--- src/rtl/corr_sync_pkg.sv ---
// Shared types and width helpers for the correlator peak/symbol-sync path.
package corr_sync_pkg;

  typedef enum logic [1:0] {
    SEARCH  = 2'd0,
    ACQUIRE = 2'd1,
    TRACK   = 2'd2
  } sync_state_t;

  // Signed-distance metric needs one bit more than the raw sum.
  function automatic int metric_w(input int sum_w);
    return sum_w + 1;
  endfunction

  function automatic int corr_max(input int n, input int width_in);
    return n * ((1 << width_in) - 1);
  endfunction

endpackage

--- src/rtl/corr_metric.sv ---
// Combinational sum-to-metric conversion: m = |2*sum - MAX|, bit = 2*sum > MAX.
module corr_metric
  import corr_sync_pkg::*;
#(
  parameter int N        = 8,
  parameter int WIDTH_IN = 1,
  parameter int SUM_W    = WIDTH_IN + $clog2(N + 1) - 1,
  parameter int MW       = metric_w(SUM_W)
) (
  input  logic [SUM_W-1:0] i_sum,
  output logic [MW-1:0]    o_m,
  output logic             o_bit
);

  localparam logic [MW-1:0] MAXV = MW'(corr_max(N, WIDTH_IN));

  logic [MW-1:0] w_two;

  assign w_two = {i_sum, 1'b0};
  assign o_bit = (w_two > MAXV);
  assign o_m   = o_bit ? (w_two - MAXV) : (MAXV - w_two);

endmodule

--- src/rtl/corr_peak_sync.sv ---
// Peak search, one-window phase acquisition and +/-1 early/late symbol tracking.
module corr_peak_sync
  import corr_sync_pkg::*;
#(
  parameter int N         = 8,
  parameter int WIDTH_IN  = 1,
  parameter int SUM_W     = WIDTH_IN + $clog2(N + 1) - 1,
  parameter int SPS       = 8,
  parameter int LOSS_SYMS = 3
) (
  input  logic             clk,
  input  logic             rst_n,
  input  logic             sample_valid,
  input  logic [SUM_W-1:0] corr_sum,
  input  logic [SUM_W:0]   thresh,
  output logic             sym_valid,
  output logic             sym_bit,
  output logic [SUM_W:0]   sym_mag,
  output logic             locked,
  output logic             adj_early,
  output logic             adj_late
);

  localparam int MW = metric_w(SUM_W);
  localparam int CW = $clog2(SPS);
  localparam int LW = $clog2(LOSS_SYMS + 1);

  sync_state_t   r_state;
  logic [CW-1:0] r_cnt, r_widx, r_best_idx;
  logic [LW-1:0] r_miss;
  logic [MW-1:0] r_best, r_mprev, r_mstrb;
  logic          r_arm;

  logic [MW-1:0] w_m;
  logic          w_bit, w_upd, w_strong, w_loss;

  corr_metric #(.N(N), .WIDTH_IN(WIDTH_IN), .SUM_W(SUM_W), .MW(MW)) u_metric (
    .i_sum (corr_sum),
    .o_m   (w_m),
    .o_bit (w_bit)
  );

  assign w_upd    = (w_m > r_best);
  assign w_strong = (w_m >= thresh);
  assign w_loss   = !w_strong && (r_miss == LW'(LOSS_SYMS - 1));

  always_ff @(posedge clk or negedge rst_n) begin
    if (!rst_n) begin
      r_state    <= SEARCH;
      r_cnt      <= '0;
      r_widx     <= '0;
      r_best_idx <= '0;
      r_miss     <= '0;
      r_best     <= '0;
      r_mprev    <= '0;
      r_mstrb    <= '0;
      r_arm      <= 1'b0;
      sym_valid  <= 1'b0;
      sym_bit    <= 1'b0;
      sym_mag    <= '0;
      locked     <= 1'b0;
      adj_early  <= 1'b0;
      adj_late   <= 1'b0;
    end else begin
      sym_valid <= 1'b0;
      adj_early <= 1'b0;
      adj_late  <= 1'b0;
      if (sample_valid) begin
        r_mprev <= w_m;
        case (r_state)
          SEARCH: begin
            if (w_strong) begin
              r_state    <= ACQUIRE;
              r_best     <= w_m;
              r_best_idx <= '0;
              r_widx     <= CW'(1);
            end
          end
          ACQUIRE: begin
            // Strict compare keeps the earliest index on ties.
            if (w_upd) begin
              r_best     <= w_m;
              r_best_idx <= r_widx;
            end
            if (r_widx == CW'(SPS - 1)) begin
              r_state <= TRACK;
              r_cnt   <= w_upd ? r_widx : r_best_idx;
              r_miss  <= '0;
              locked  <= 1'b1;
            end else begin
              r_widx <= r_widx + CW'(1);
            end
          end
          TRACK: begin
            if (r_cnt == '0) begin
              r_mstrb <= w_m;
              if (w_loss) begin
                r_state <= SEARCH;
                r_miss  <= '0;
                r_arm   <= 1'b0;
                locked  <= 1'b0;
              end else begin
                r_miss    <= w_strong ? '0 : r_miss + LW'(1);
                sym_valid <= 1'b1;
                sym_bit   <= w_bit;
                sym_mag   <= w_m;
                // Valley case lands here too: early wins and late stays disarmed.
                if (r_mprev > w_m) begin
                  r_cnt     <= CW'(SPS - 2);
                  adj_early <= 1'b1;
                  r_arm     <= 1'b0;
                end else begin
                  r_cnt <= CW'(SPS - 1);
                  r_arm <= 1'b1;
                end
              end
            end else begin
              if (r_arm && (w_m > r_mstrb)) adj_late <= 1'b1;
              else                          r_cnt    <= r_cnt - CW'(1);
              r_arm <= 1'b0;
            end
          end
          default: r_state <= SEARCH;
        endcase
      end
    end
  end

endmodule

--- config.mk ---
export PLATFORM = sky130hd
export DESIGN_NAME = corr_peak_sync
export DESIGN_NICKNAME = d
export VERILOG_FILES = /design/src/rtl/corr_sync_pkg.sv /design/src/rtl/corr_metric.sv /design/src/rtl/corr_peak_sync.sv
export SDC_FILE = /design/constraint.sdc
export NUM_CORES = 1
export LEC_CHECK = 0
export ABC_AREA = 1
export CORE_MARGIN = 2
export CORE_UTILIZATION = 55
export CTS_BUF_LIST = sky130_fd_sc_hd__clkbuf_8
export DETAILED_ROUTE_END_ITERATION = 10
export PLACE_DENSITY_LB_ADDON = 0.08
export SYNTH_ARGS = -nofsm -noshare
export SYNTH_HDL_FRONTEND = slang
export SYNTH_SLANG_ARGS = --single-unit
--- constraint.sdc ---
create_clock -name clk -period 2.75 [get_ports clk]
set_input_delay 0.6875 -clock clk [delete_from_list [all_inputs] [get_ports clk]]
set_output_delay 0.6875 -clock clk [all_outputs]
set_load 0.01 [all_outputs]
After elaboration in Yosys (flattened, before gate mapping)

Cells that the tools add are included.
Widths: inputs -> output; s select.

$add $sub $neg: 5
Order comparisons: 5
Eq/ne operators: 12
Muxes and demuxes: 46
Bitwise gates (word level): 1
Reduce and logical (&&, ||, !) cells: 17

Operators by type and width:

| kind                | count |
|---|---|
| $mux 3              | 8 |
| $mux 1              | 20 |
| $pmux 3 s2          | 3 |
| $mux 2              | 8 |
| $reduce_and 4->1    | 4 |
| $gt 5x5->1          | 3 |
| $mux 5              | 3 |
| $reduce_and 5->1    | 3 |
| $ne 2x2->1 const B  | 6 |
| $pmux 5 s2          | 1 |
| $ne 3x3->1 const B  | 2 |
| $pmux 2 s3          | 1 |
| $reduce_and 3->1    | 2 |
| $ge 5x5->1          | 1 |
| $gt 5x4->1 const B  | 1 |
| $sub 4x5->5 const A | 1 |
| $sub 5x4->5 const B | 1 |
| $eq 2x2->1 const B  | 2 |
| $pmux 2 s2          | 1 |
| $reduce_bool 2->1   | 2 |
| $add 3x1->3 const B | 1 |
| $eq 3x3->1 const B  | 1 |
| $logic_not 3->1     | 1 |
| $sub 3x1->3 const B | 1 |
| other kinds (8)     | 9 |

Register bits after elaboration: 39
Bits of input ports: 12
Output and inout bits: 10
Word-level logic and storage cells: 101

Depth between registers and ports, before layout

Gate-level depths: netlist of run 1.

Word-level depth: 9
Gate-level depth with buffers: 17
Gate-level depth less buffers: 17

Modules after synthesis

A second synthesis of run 1 with hierarchy kept.

Cell total of the unflattened synthesis: 322
Area, all modules: 2,491.1 µm²

Modules (own cells, without submodules):

| module         | times used | cells each | area an instance (µm²) |
|---|---|---|---|
| corr_peak_sync | 1          | 300        | 2,362.3 |
| corr_metric    | 1          | 22         | 128.9 |

Worst setup path after synthesis of run 1

OpenSTA, ideal clock, no wires.

Kind: input port to flip-flop
From: input corr_sum[0]
To: register r_best[2]
Arrival: 2.100 ns
Required time: 2.634 ns
Slack: 0.533 ns
Stages: 14
Path through: inv_1 -> ha_1 -> nor2_1 -> nand2_2 -> nand3_1 -> nand2_1 -> nor2_4 -> nand3_2 -> nand2_2 -> nand2_2 -> a21oi_4 -> nand2_2 -> nand2_1 -> nand2_1

Word-level cells in the longest chain between the ends: 5

Ends and longest elaborated chain:

| element                                         | RTL line                                   | RTL |
|---|---|---|
| from (decl)                                     | corr_peak_sync.sv:14                       | `input logic [SUM_W-1:0] corr_sum,` |
| $sub 4x5->5, or another cell as far along       | corr_metric.sv:21                          | `assign o_m = o_bit ? (w_two - MAXV) : (MAXV - w_two);` |
| $mux 5 *                                        | corr_metric.sv:21                          |  |
| $gt 5x5->1 / $ge 5x5->1 (equally long branches) | corr_peak_sync.sv:43, corr_peak_sync.sv:44 |  |
| $ne 2x2->1 (no source line)                     | -                                          |  |
| $reduce_and 4->1 (no source line)               | -                                          |  |
| to (signal assigned)                            | corr_peak_sync.sv:74                       | `r_best <= w_m;` |
| to (signal assigned)                            | corr_peak_sync.sv:82                       | `r_best <= w_m;` |
| to (decl)                                       | corr_peak_sync.sv:31                       | `logic [MW-1:0] r_best, r_mprev, r_mstrb;` |

Mark *: on every way between the ends. The rest lies on a longest branch, timed or not. The select of a mux whose other input is x is not followed.
A chain may end at the register's enable or synchronous reset.

Worst setup path in the final report of run 1

From: input corr_sum[0]
To: register r_arm

Word-level cells in the longest chain between the ends: 7

Ends and longest elaborated chain:

| element                                   | RTL line              | RTL |
|---|---|---|
| $sub 4x5->5, or another cell as far along | corr_metric.sv:21     |  |
| $mux 5 *                                  | corr_metric.sv:21     |  |
| $ge 5x5->1                                | corr_peak_sync.sv:44  | `assign w_strong = (w_m >= thresh);` |
| $logic_not 1->1                           | corr_peak_sync.sv:45  | `assign w_loss = !w_strong && (r_miss == LW'(LOSS_SYMS - 1));` |
| $logic_and 1x1->1                         | corr_peak_sync.sv:45  |  |
| $mux 1 *                                  | corr_peak_sync.sv:97  | `if (w_loss) begin` |
| $mux 1 *                                  | corr_peak_sync.sv:95  | `if (r_cnt == '0) begin` |
| to (signal assigned)                      | corr_peak_sync.sv:57  | `r_arm <= 1'b0;` |
| to (signal assigned)                      | corr_peak_sync.sv:100 | `r_arm <= 1'b0;` |
| to (signal assigned)                      | corr_peak_sync.sv:111 | `r_arm <= 1'b0;` |
| to (decl)                                 | corr_peak_sync.sv:32  | `logic r_arm;` |

Mark *: on every way between the ends. The rest lies on a longest branch, timed or not.

==> results of run 1 <==
-- through the flow --
| step | hold slack, ps | power, uW |
|---|---|---|
| 2_1_floorplan | 392 | 1610 |
| 3_3_place_gp | 464 | 1940 |
| 3_5_place_dp | 466 | 1980 |
| 4_1_cts | 484 | 2460 |
| 5_1_grt | 509 | 2660 |
| 6_report | 481 | 2440 |
-- cell usage in the layout (no fill, tap or decap), types with 6 or more instances in the layout --
master | netlist | layout
nand2_1 | 88 | 88
dfrtp_1 | 35 | 35
nand3_1 | 26 | 26
a21oi_1 | 6 | 6
nand2_2 | 9 | 9
nor2_1 | 16 | 16
o21ai_0 | 11 | 11
buf_4 | 1 | 18
ha_1 | 15 | 15
clkdlybuf4s50_1 | 0 | 20
inv_1 | 35 | 35
-- where the power goes --
group / switching, uW / internal [uW] / leakage, uW
Combinational: 656 / 466 / 0.000922
Clock: 206 / 270 / 0.0000581
Sequential: 138 / 709 / 0.000443
-- critical path: stages --
cell	delay, ps
clkdlybuf4s50_1	480
inv_1	90
ha_1	220
inv_1	50
nand2_1	100
nand2_2	120
nand2_4	60
nand2_4	90
nand2_1	50
nand2_1	80
nand2_2	60
nand2_2	80
nand3_2	120
nand2_2	220
inv_1	110
nand2_1	70
nand2_1	50
-- flip-flops by register name, summed over array words and instances, names as in the netlist, 2 cells and up --
signal	count
r_best	4
r_best_idx	3
r_cnt	3
r_miss	2
r_mprev	4
r_mstrb	4
r_state	2
r_widx	3
sym_mag	4
-- kinds of logic (layout without fill, tap and decap cells) --
logic type	Yosys count	after routing	synth area share
other	1	1	0.00169
and+or+nand+nor	158	158	0.346
buffers and inverters	42	86	0.0762
AOI/OAI and AO/OA	31	31	0.0920
xor gates and xnor gates	1	1	0.00395
adders and majority gates	15	15	0.0847
DFF	35	35	0.395
-- area by class of cell --
type,count,area [um^2],area share
multi-input combinational,206,1170,0.430
inverter,39,146,0.0537
clock inverter,3,43.8,0.0161
clock buffer,5,68.8,0.0253
tap,50,62.6,0.0230
timing repair buffer,39,355,0.130
sequential,35,876,0.322
-- how the worst max path moves through the flow --
stage / to / slack (ps) / cells after the start
2_1_floorplan: r_best[2] / 530 / 14
3_3_place_gp: r_arm / -90 / 17
3_5_place_dp: r_arm / -120 / 17
4_1_cts: r_arm / 200 / 17
5_1_grt: r_cnt[1] / 20 / 17
6_report: r_arm / 200 / 17
-- per-layer routing --
layer | up-vias | routed length, um | GRT usage
met4 | 0 | 70 | 0.0765
li1 | 985 | - | -
met2 | 39 | 2190 | 0.407
met5 | - | 0 | 0
met3 | 7 | 229 | 0.0500
met1 | 873 | 2140 | 0.306
==> out/results.ini, run 1 <==
[drt]
wl_mm=4.62
drtIter0Drc=124
route.vias.total=1904
viasPerCell=5.05
route.detailed.drc=0
antenna_left=0
first_pass_iters=4
wl_per_cell_um=12.3

[final_layout]
antennaDiodeCount=0
post-route-util=0.691
nFillCells=353
fin_area_um2=2720
syn_to_final_growth_pct=22.9
drive_gt1_frac=0.190
nets=353
fin_cells=377

[logic_synthesis]
syn_inst=283
yosysMostFrequentCell=nand2_1
ys_types=33
synth_top_cells_by_count=nand2_1, dfrtp_1, inv_1
yosysSeqAreaShare=0.395
synth_area_leaders=dfrtp_1, nand2_1, ha_1
ys_async_sr_fraction=1.00
synth_top_area_share=0.395
ys.flop_type=dfrtp_1
synth_nets=310
ys_ff_latch=35
ys_warn_count=0
syn-cell-area_um2=2220
yosys.area.top_type=dfrtp_1
avgSynthCellArea_um2=7.83
synth_edf_count=0

[setup_path]
rr_endpoint=r_cnt[2]
end_kind=flip-flop
worstPathRequired_ps=2940
worstPathArrival_ps=2750
worst_setup_path_start_kind=input pin
r2r_cells=11
cp_max_fo=11
reg2reg_from=r_state[1]
crit_type=input pin to flip-flop
ff2ff_setup_slack_ps=960
critical_path.startpoint=corr_sum[0]

[timing]
setup_slack_ps=198
rsz0062_at_grt=false
finalMaxSlewViolations=0
fin_crit_sh=0.928
setup_tns_ps=0
layout_min_cycle_time_ps=2550
hold_violations=0
clock_skew_ps=8.54
timing.fmax_mhz=392
setup_violations=0

[placement]
gp_congestion=0.887
dp_hpwl_mm=3.68
io_buffers=20
placed_area_um2=2610
post-place-cells=369
post-place-ws_ps=-121

[cts]
clockRootBuffer=clkbuf_8
cts_hold_buf=0
clock-sinks=35
cts_resized=0
cts_setup_buffers=0
clock_latency_ps=300
cts_tree=built
cts.clk_slew.worst_paths_ps=80
numCtsBuffers=5
htree_num_levels=2
clockBufferDepth=2

[global_routing]
grt_overflow=0
grt_start_max_net_pins=36
grt_pass1_vias=1797
grt_use_total=0.241
grt_pass1_wl_mm=8.10
antenna_found_initial=0

[hold_path]
hold_path.class=flip-flop to flip-flop
hp-start=r_best[4]
worstHoldPathCells=2
hold_end=r_best[4]

[outcome]
outcome=finished clean

[power_and_ir_drop]
leakage_uw=0.00142
p_per_area_nw_per_um2=897
ir_drop_mv=0.472

[flow_run]
cap_violations=0

[die]
die_height_um=67.5
ios=22
die_x_um=67.5
die-area_um2=4550
rows=23
fp.coreArea_um2=3940
initial_utilization=0.562

Power figures use the tool's default switching activity.
==> run 2: changes to the inputs <==
Settings changed: CORE_MARGIN 2 to not set, CTS_BUF_LIST sky130_fd_sc_hd__clkbuf_8 to not set, CTS_CLUSTER_SIZE set to 20.
==> run 2 against run 1 <==
  * Wire length rose by 8.1%
  * Maximum frequency rose by 0.63%
  * First-iteration DRC count shrank 0.81%
  * Clock power hardly changed
  * Sequential share of layout area down 0.15 points
  * Final cell count stayed put
  * Worst setup slack gained 16 ps
  * Combinational power about the same
  * Total power grew 0.61%
  * Critical path type unchanged
  * Largest power group unchanged
==> out/results.ini, run 2 (synthesis results as in run 1) <==
[outcome]
outcome=finished clean  ; unchanged

[setup_path]
critical_path.startpoint=corr_sum[0]  ; unchanged
r2r_cells=11  ; unchanged
slowest_stage=clkdlybuf4s50_1  ; unchanged
worstPathArrival_ps=2760  ; was 2750 ps
cp_max_fo=11  ; unchanged
end_kind=flip-flop  ; unchanged
ff2ff_setup_slack_ps=1000  ; was 960 ps
worst_setup_path_start_kind=input pin  ; unchanged
cp_slowest_stage_delay_ps=480  ; about the same
reg2reg_from=r_state[1]  ; unchanged
crit_type=input pin to flip-flop  ; unchanged
rr_endpoint=r_cnt[2]  ; unchanged
worstPathRequired_ps=2970  ; was 2940 ps
crit_chain=clkdlybuf4s50_1 > inv_1 > ha_1 > o21ai_4 > nand2_4 > or2_0 > nand2_2 > nand2_2 > nand3_2 > nand2_2 > buf_4 > o21ai_2  ; was clkdlybuf4s50_1 > inv_1 > ha_1 > inv_1 > nand2_1 > nand2_2 > nand2_4 > nand2_4 > nand2_1 > nand2_1 > nand2_2 > nand2_2 > nand3_2 > nand2_2 > inv_1 > nand2_1 > nand2_1
critPathMostFrequentCell=nand2_2  ; was nand2_1

[power_and_ir_drop]
switching_share=0.410  ; was 0.409
p_int_uw=1450  ; about the same
p_total_uw=2460  ; was 2440 uW
ir_drop_mv=0.441  ; was 0.472 mV
power.share.clock=0.193  ; was 0.195
p_per_area_nw_per_um2=899  ; was 897 nW/um^2
p_comb_frac=0.459  ; about the same
p_seq_frac=0.349  ; was 0.346
p_switching_uw=1010  ; was 999 uW
leakage_uw=0.00143  ; was 0.00142 uW

[hold_path]
worstHoldPathCells=2  ; unchanged
hold_end=r_cnt[1]  ; was r_best[4]
hold_path.class=flip-flop to flip-flop  ; unchanged
hp-start=r_cnt[1]  ; was r_best[4]

[die]
rows=22  ; was 23
die_x_um=65.5  ; was 67.5 um
ios=22  ; unchanged
die_height_um=65.5  ; was 67.5 um
initial_utilization=0.588  ; was 0.562
die-area_um2=4290  ; was 4550 um^2
fp.coreArea_um2=3770  ; was 3940 um^2

[global_routing]
grt_start_max_net_pins=36  ; unchanged
grt_use_total=0.269  ; was 0.241
grt_pass1_vias=1948  ; was 1,797
grt_pass1_wl_mm=8.50  ; was 8.10 mm
antenna_found_initial=0  ; unchanged
grt_overflow=0  ; unchanged

[timing]
rsz0062_at_grt=false  ; unchanged
setup_violations=0  ; unchanged
setup_slack_ps=214  ; was 198 ps
hold_violations=0  ; unchanged
fin_crit_sh=0.922  ; was 0.928
timing.fmax_mhz=394  ; was 392 MHz
clock_skew_ps=6.20  ; was 8.54 ps
finalMaxSlewViolations=0  ; unchanged
layout_min_cycle_time_ps=2540  ; was 2550 ps

[final_layout]
mostFrequentLayoutCells=nand2_1, inv_1, dfrtp_1, nand3_1  ; was nand2_1, inv_1, dfrtp_1, nand3_1, clkdlybuf4s50_1
nets=355  ; was 353
multiInputGateArea_um2=1170  ; unchanged
regArea_um2=876  ; unchanged
final_common_cell=nand2_1  ; unchanged
syn_to_final_growth_pct=23.5  ; was 22.9%
post-route-util=0.726  ; was 0.691
fin_area_um2=2740  ; was 2720 um^2
nFillCells=308  ; was 353
drive_gt1_frac=0.195  ; was 0.190
antennaDiodeCount=0  ; unchanged

[cts]
cts_setup_buffers=0  ; unchanged
numCtsBuffers=5  ; unchanged
htree_num_levels=2  ; unchanged
cts_resized=0  ; unchanged
clockBufferDepth=2  ; unchanged
clock_latency_ps=290  ; was 300 ps
clock-sinks=35  ; unchanged
cts_hold_buf=0  ; unchanged
clockRootBuffer=clkbuf_8  ; unchanged
cts_tree=built  ; unchanged
cts.clk_slew.worst_paths_ps=80  ; about the same

[drt]
route.detailed.drc=0  ; unchanged
wl_per_cell_um=13.2  ; was 12.3 um
drtIter0Drc=123  ; was 124
first_pass_iters=4  ; unchanged
viasPerCell=5.21  ; was 5.05
route.vias.total=1963  ; was 1,904
antenna_left=0  ; unchanged
wl_mm=4.99  ; was 4.62 mm

[placement]
post-place-ws_ps=-112  ; was -121 ps
gp_congestion=0.869  ; was 0.887
io_buffers=20  ; unchanged
dp_hpwl_mm=3.82  ; was 3.68 mm
placed_area_um2=2620  ; was 2610 um^2

[flow_run]
cap_violations=0  ; unchanged

run 2: how the worst max path moves through the flow:
stage	to	slack, ps	cells past startpoint
floorplan	r_best[2]	530	14
global placement	sym_mag[1]	-30	11
detailed placement	sym_mag[1]	-110	11
CTS	sym_mag[1]	180	11
global route	r_arm	50	15
finish	sym_mag[1]	210	12
run 2: cell type report:
type / count / area share
flip-flops and latches: 35 / 0.320
multi-input cells: 206 / 0.428
well taps: 48 / 0.0219
inverters: 39 / 0.0535
repair buffers: 41 / 0.135
clock buffers: 5 / 0.0251
clock inverters: 3 / 0.0160
run 2: routing by layer:
metal,vias up,share of wire,track usage
li1,988,-,-
met1,899,0.44,0.311
met2,61,0.48,0.481
met3,15,0.050,0.0608
met4,0,0.020,0.0978
met5,-,0,0
run 2: critical path, delay by kind of cell:
kind | cells | cell delay [ps]
simple gates | 6 | 750
buf+inv | 3 | 750
compound gates | 2 | 320
fa+ha+maj | 1 | 260
run 2: through the flow:
| step | std cells | setup TNS (ps) | hold slack, ps |
|---|---|---|---|
| after floorplan | 283 | 0 | 392 |
| after CTS | 377 | 0 | 487 |
| final | 377 | 0 | 486 |
| after global routing | 377 | 0 | 496 |
| after global placement | 369 | -120 | 459 |
| after detailed placement | 369 | -1500 | 468 |
run 2: power by group through the flow:
stage          logic [uW]  clock network (uW)  registers, uW
2_1_floorplan         764                   0            847
3_3_place_gp         1090                   0            854
3_5_place_dp         1120                   0            863
4_1_cts              1130                 479            857
5_1_grt              1280                 504            878
6_report             1130                 474            857
==> run 3: changes to the inputs <==
Settings changed: TNS_END_PERCENT set to 10.
==> results of run 3 <==
No change in the layout: final DEF, timing and power equal those of run 2.
